--- config.mk ---
export PLATFORM = sky130hd
export DESIGN_NAME = ps2_kbd_rx
export DESIGN_NICKNAME = d
export VERILOG_FILES = /design/src/rtl/ps2_kbd_rx.sv
export SDC_FILE = /design/constraint.sdc
export NUM_CORES = 1
export LEC_CHECK = 0
export CORE_AREA = 2 2 86 96
export DETAILED_ROUTE_END_ITERATION = 12
export DIE_AREA = 0 0 88 98
export GPL_TIMING_DRIVEN = 0
export PLACE_DENSITY_LB_ADDON = 0.25
export SYNTH_ARGS = -nofsm -noshare
export SYNTH_HDL_FRONTEND = slang
export SYNTH_SLANG_ARGS = --single-unit
--- constraint.sdc ---
create_clock -name clk -period 3.3 [get_ports clk]
set_clock_uncertainty 0.1 [all_clocks]
set_input_delay 0.495 -clock clk [delete_from_list [all_inputs] [get_ports clk]]
set_output_delay 0.495 -clock clk [all_outputs]
set_load 0.02 [all_outputs]
--- src/rtl/ps2_kbd_rx.sv ---
// PS/2 keyboard receiver: synchronises the pins, deserialises 11-bit frames and queues good scan codes.
// Optional build macro KB_BREAK_FILTER_EN drops each 0xF0 break prefix together with the byte that follows it.
module ps2_kbd_rx #(
    parameter int KB_WIDTH    = 8,
    parameter int FIFO_DEPTH  = 8,
    parameter int TIMEOUT_CYC = 4096
) (
    input  logic                clk,
    input  logic                rst,
    input  logic                ps2_clk,
    input  logic                ps2_data,
    input  logic                sig_rd_kb,
    output logic [KB_WIDTH-1:0] kb_data,
    output logic                kb_ready,
    output logic                kb_overflow,
    output logic                kb_frame_err
);
    localparam int FRAME_BITS = KB_WIDTH + 2;
    localparam int CW = $clog2(FRAME_BITS + 1);
    localparam int TW = $clog2(TIMEOUT_CYC);
    localparam int AW = $clog2(FIFO_DEPTH);

    typedef enum logic [1:0] {IDLE, RECV, CHECK} state_t;

    state_t                state, state_next;
    logic [CW-1:0]         bit_cnt, bit_cnt_next;
    logic [TW-1:0]         tmo_cnt, tmo_cnt_next;
    logic [FRAME_BITS-1:0] shift_reg;
    logic                  ps2_clk_p0, ps2_clk_p1, ps2_clk_p2;
    logic                  ps2_data_p0, ps2_data_p1;
    logic                  fall, err_set, push_req;
    logic [AW:0]           wr_ptr, rd_ptr;
    logic [KB_WIDTH-1:0]   mem [FIFO_DEPTH];
    logic                  empty, full, push, pop;
`ifdef KB_BREAK_FILTER_EN
    logic                  discard, discard_next;
`endif

    // Shift register holds data LSB-first, then parity, then stop in the MSB.
    function automatic logic frame_good(input logic [FRAME_BITS-1:0] f);
        return f[FRAME_BITS-1] && ((^f[KB_WIDTH-1:0] ^ f[KB_WIDTH]) == 1'b1);
    endfunction

    // Stage p0/p1: metastability synchroniser; p2: previous clock level for edge detection.
    always_ff @(posedge clk or posedge rst) begin
        if (rst) begin
            ps2_clk_p0  <= 1'b1;
            ps2_clk_p1  <= 1'b1;
            ps2_clk_p2  <= 1'b1;
            ps2_data_p0 <= 1'b1;
            ps2_data_p1 <= 1'b1;
        end else begin
            ps2_clk_p0  <= ps2_clk;
            ps2_clk_p1  <= ps2_clk_p0;
            ps2_clk_p2  <= ps2_clk_p1;
            ps2_data_p0 <= ps2_data;
            ps2_data_p1 <= ps2_data_p0;
        end
    end

    assign fall = ps2_clk_p2 & ~ps2_clk_p1;

    always_ff @(posedge clk) begin
        if (state == RECV && fall)
            shift_reg <= {ps2_data_p1, shift_reg[FRAME_BITS-1:1]};
    end

    always_ff @(posedge clk or posedge rst) begin
        if (rst) begin
            state        <= IDLE;
            bit_cnt      <= '0;
            tmo_cnt      <= '0;
            kb_frame_err <= 1'b0;
`ifdef KB_BREAK_FILTER_EN
            discard      <= 1'b0;
`endif
        end else begin
            state        <= state_next;
            bit_cnt      <= bit_cnt_next;
            tmo_cnt      <= tmo_cnt_next;
            kb_frame_err <= err_set;
`ifdef KB_BREAK_FILTER_EN
            discard      <= discard_next;
`endif
        end
    end

    always_comb begin
        state_next   = state;
        bit_cnt_next = bit_cnt;
        tmo_cnt_next = tmo_cnt;
        err_set      = 1'b0;
        push_req     = 1'b0;
`ifdef KB_BREAK_FILTER_EN
        discard_next = discard;
`endif
        case (state)
            IDLE: begin
                bit_cnt_next = '0;
                tmo_cnt_next = '0;
                if (fall) begin
                    if (!ps2_data_p1) state_next = RECV;
                    else              err_set    = 1'b1;
                end
            end
            RECV: begin
                if (fall) begin
                    bit_cnt_next = bit_cnt + 1'b1;
                    tmo_cnt_next = '0;
                    if (bit_cnt == CW'(FRAME_BITS - 1)) state_next = CHECK;
                end else if (tmo_cnt == TW'(TIMEOUT_CYC - 1)) begin
                    err_set    = 1'b1;
                    state_next = IDLE;
                end else begin
                    tmo_cnt_next = tmo_cnt + 1'b1;
                end
            end
            CHECK: begin
                state_next = IDLE;
                if (frame_good(shift_reg)) begin
`ifdef KB_BREAK_FILTER_EN
                    if (discard)
                        discard_next = 1'b0;
                    else if (shift_reg[KB_WIDTH-1:0] == KB_WIDTH'(8'hF0))
                        discard_next = 1'b1;
                    else
                        push_req = 1'b1;
`else
                    push_req = 1'b1;
`endif
                end else begin
                    err_set = 1'b1;
                end
            end
            default: state_next = IDLE;
        endcase
    end

    // A pop in the same cycle frees the slot, so a push into a full FIFO still lands.
    assign empty = (wr_ptr == rd_ptr);
    assign full  = (wr_ptr[AW] != rd_ptr[AW]) && (wr_ptr[AW-1:0] == rd_ptr[AW-1:0]);
    assign pop   = sig_rd_kb && !empty;
    assign push  = push_req && (!full || pop);

    always_ff @(posedge clk or posedge rst) begin
        if (rst) begin
            wr_ptr      <= '0;
            rd_ptr      <= '0;
            kb_overflow <= 1'b0;
        end else begin
            if (push) wr_ptr <= wr_ptr + 1'b1;
            if (pop)  rd_ptr <= rd_ptr + 1'b1;
            if (push_req && full && !pop) kb_overflow <= 1'b1;
        end
    end

    always_ff @(posedge clk) begin
        if (push) mem[wr_ptr[AW-1:0]] <= shift_reg[KB_WIDTH-1:0];
    end

    assign kb_ready = !empty;
    assign kb_data  = empty ? '0 : mem[rd_ptr[AW-1:0]];
endmodule

==> impl_metrics.ini <==
[cells_and_area]
instances_no_fill = 428
area_growth_syn_to_layout_pct = 11.77
layout.cells.most_common_list = sky130_fd_sc_hd__edfxtp_1, sky130_fd_sc_hd__dfrtp_1, sky130_fd_sc_hd__nor2_1
layout-drive-gt1-share = 0.1781
largest_reg_flops = 64
mostFrequentLayoutCell = sky130_fd_sc_hd__edfxtp_1
layout.nets = 325
n_antenna_cell = 0

[yosys]
mappedNetlistArea_um2 = 4496
postSynthNetCount = 297
ys.warnings.count = 0
async_reset_ff_frac = 0.3084
postSynthCellCount = 287
synth-seq-area-share = 0.6794
synth-edff-count = 74
synth_area_per_cell_um2 = 15.66
synthDistinctLibCells = 43
synth.ff_latch_count = 107
synth_ff_type = sky130_fd_sc_hd__edfxtp_1

[sta]
setup_viol = 0
slew_at_the_pin_closest_to_its_max_slew_limit_ns = 0.8608
maxSlewHeadroom = 0.4230
setup-tns-final_ns = 0
hold_viol = 0
fmax_ghz = 0.3317
final-max-slew-violation-count = 0
unrepaired_setup_endpoints_after_global_routing = false
min_period_ns = 3.014
timing.final.crit_share = 0.9135

[pwr]
power_density_nw_per_um2 = 677.3
power.ir.vdd_worst_uv = 325.6
power.static_leakage_nw = 1.817

[floorplanning]
core_um2 = 7700
boundaryPins = 16
initial_utilization = 0.5838
std_cell_rows = 34
die_height_um = 98
dieArea_um2 = 8624
die_boundary_width_um = 88

[grt]
gr-total-overflow = 0
grt_max_degree = 34
global_route_wire_length_before_repair_um = 12260
global_route.usage.total = 0.1945
grt_pass1_vias = 2419
antenna_found_initial = 0

[clock_tree]
ctsHtreeMaxLevel = 3
clockRootBuffer = sky130_fd_sc_hd__clkbuf_8
clkLatencyLatePin_ns = 0.37
clk_transition_reported_paths_ns = 0.10
cts_tree = yes
cts-buffers-inserted = 9
postCtsHoldBufs = 0
clock-sinks = 107
maximum_buffer_depth_of_the_clock_tree = 2

[routing]
route.detailed.vias_per_inst = 5.589
drt_pre_antenna_iters = 4
detail_route.wl_per_cell_um = 17.65
detailedRoute.firstIterationViolations = 243
postRouteWirelength_um = 7556
vias_after_detailed_routing = 2392
drtAntennaViolNets = 0
drc_errors = 0

[worst_setup_path]
endpoint_kind = register
crit_fanout = 10
worst_ep_arrival_time_ns = 3.00
timing.critical_path.required_ns = 3.29
setup.worst_path.start_class = register
timing.setup.critical_path_class = register to register

[min_path]
worstHoldPathType = register to register

[placement]
placedCellCount = 414
detailed_place_hpwl_um = 5195
io_buffer_count = 15
gp_congestion = 0.8716

[status]
run_status = completed

[run]
maxCapViolations = 0
## cells in the mapped netlist (5+ instances only)
| cell | number | share of area |
|---|---|---|
| sky130_fd_sc_hd__nor2_1 | 27 | 0.023 |
| sky130_fd_sc_hd__inv_1 | 6 | 0.0050 |
| sky130_fd_sc_hd__ha_1 | 5 | 0.014 |
| sky130_fd_sc_hd__dfstp_2 | 5 | 0.029 |
| sky130_fd_sc_hd__clkbuf_1 | 6 | 0.0050 |
| sky130_fd_sc_hd__nor3_1 | 6 | 0.0067 |
| sky130_fd_sc_hd__nand3_1 | 8 | 0.0089 |
| sky130_fd_sc_hd__mux2i_1 | 8 | 0.018 |
| sky130_fd_sc_hd__nand2_1 | 12 | 0.010 |
| sky130_fd_sc_hd__o21ai_0 | 13 | 0.014 |
| sky130_fd_sc_hd__xor2_1 | 13 | 0.025 |
| sky130_fd_sc_hd__mux4_2 | 16 | 0.080 |
| sky130_fd_sc_hd__edfxtp_1 | 74 | 0.49 |
| sky130_fd_sc_hd__dfrtp_1 | 28 | 0.16 |
| sky130_fd_sc_hd__xnor2_1 | 11 | 0.021 |
## power by group
group / switching, W / total, W / internal (W)
combinational: 0.000494 / 0.000991 / 0.000497
sequential: 0.0000693 / 0.00158 / 0.00151
clock: 0.000463 / 0.000835 / 0.000371
## logic make-up (layout without fill, tap and decap cells)
group,Yosys count,after routing,synth area share
flip-flops,107,107,0.6794
AND/OR/NAND/NOR,79,79,0.09046
XOR/XNOR,27,27,0.06179
multiplexers,26,26,0.1038
AO/OA/AOI/OAI,25,25,0.03340
buffers and inverters,18,51,0.01725
adder cells (fa/ha/maj),5,5,0.01392
## per-layer routing
layer	global-route usage	wire (µm)
met1	0.2596	3232
met2	0.3147	3887
met3	0.04142	299
met4	0.07456	137
met5	0	0
## worst max-delay path: stages (launching register included)
cell and delay, ns:
sky130_fd_sc_hd__edfxtp_1 0.57, sky130_fd_sc_hd__xnor2_1 0.23, sky130_fd_sc_hd__xnor3_2 0.50, sky130_fd_sc_hd__xnor2_4 0.30, sky130_fd_sc_hd__nand3_4 0.16, sky130_fd_sc_hd__nor3_1 0.59
sky130_fd_sc_hd__buf_4 0.28
## final timing paths
path / cells after the start / slack (ns) / start / to
worst max-delay path: 6 / 0.29 / shift_reg[5] / mem[2][1]
worst min-delay path: 0 / 0.26 / ps2_data_p0 / ps2_data_p1
worst max register to register: 6 / 0.29 / shift_reg[5] / mem[2][1]
worst min register to register: 0 / 0.26 / ps2_data_p0 / ps2_data_p1
max in group asynchronous: 2 / 2.21 / rst / kb_frame_err
min in group asynchronous: 2 / 0.44 / rst / rd_ptr[3]
## stage by stage
stage	util	area, µm²	worst slack (ns)	power [W]	hold WS [ns]
global placement	0.6209	4781	-0.5087	0.002627	0.2456
CTS	0.6526	5025	0.2402	0.003440	0.2623
finish	0.6526	5025	0.2856	0.003403	0.2602
detailed placement	0.6263	4822	0.2806	0.002646	0.2469
global route	0.6526	5025	0.06671	0.003573	0.2687
floorplan	-	4496	0.4609	0.002308	0.2452
## cell type report
type,instances,area [µm²]
well taps,108,135.1
clock buffers,10,127.6
flip-flops and latches,107,3054
inverters,6,22.52
multi-input cells,162,1380
plain buffers,10,46.29
clock inverters,6,83.83
repair buffers,19,175.2
fillers,545,2675
## what timing repair did
action                                 CTS  global route
setup endpoints to repair                8             0
buffers inserted                         0             0
gates resized for setup                  0             0
endpoints found under the hold margin    0             0
Note: power is estimated with default switching activity, not from simulation.
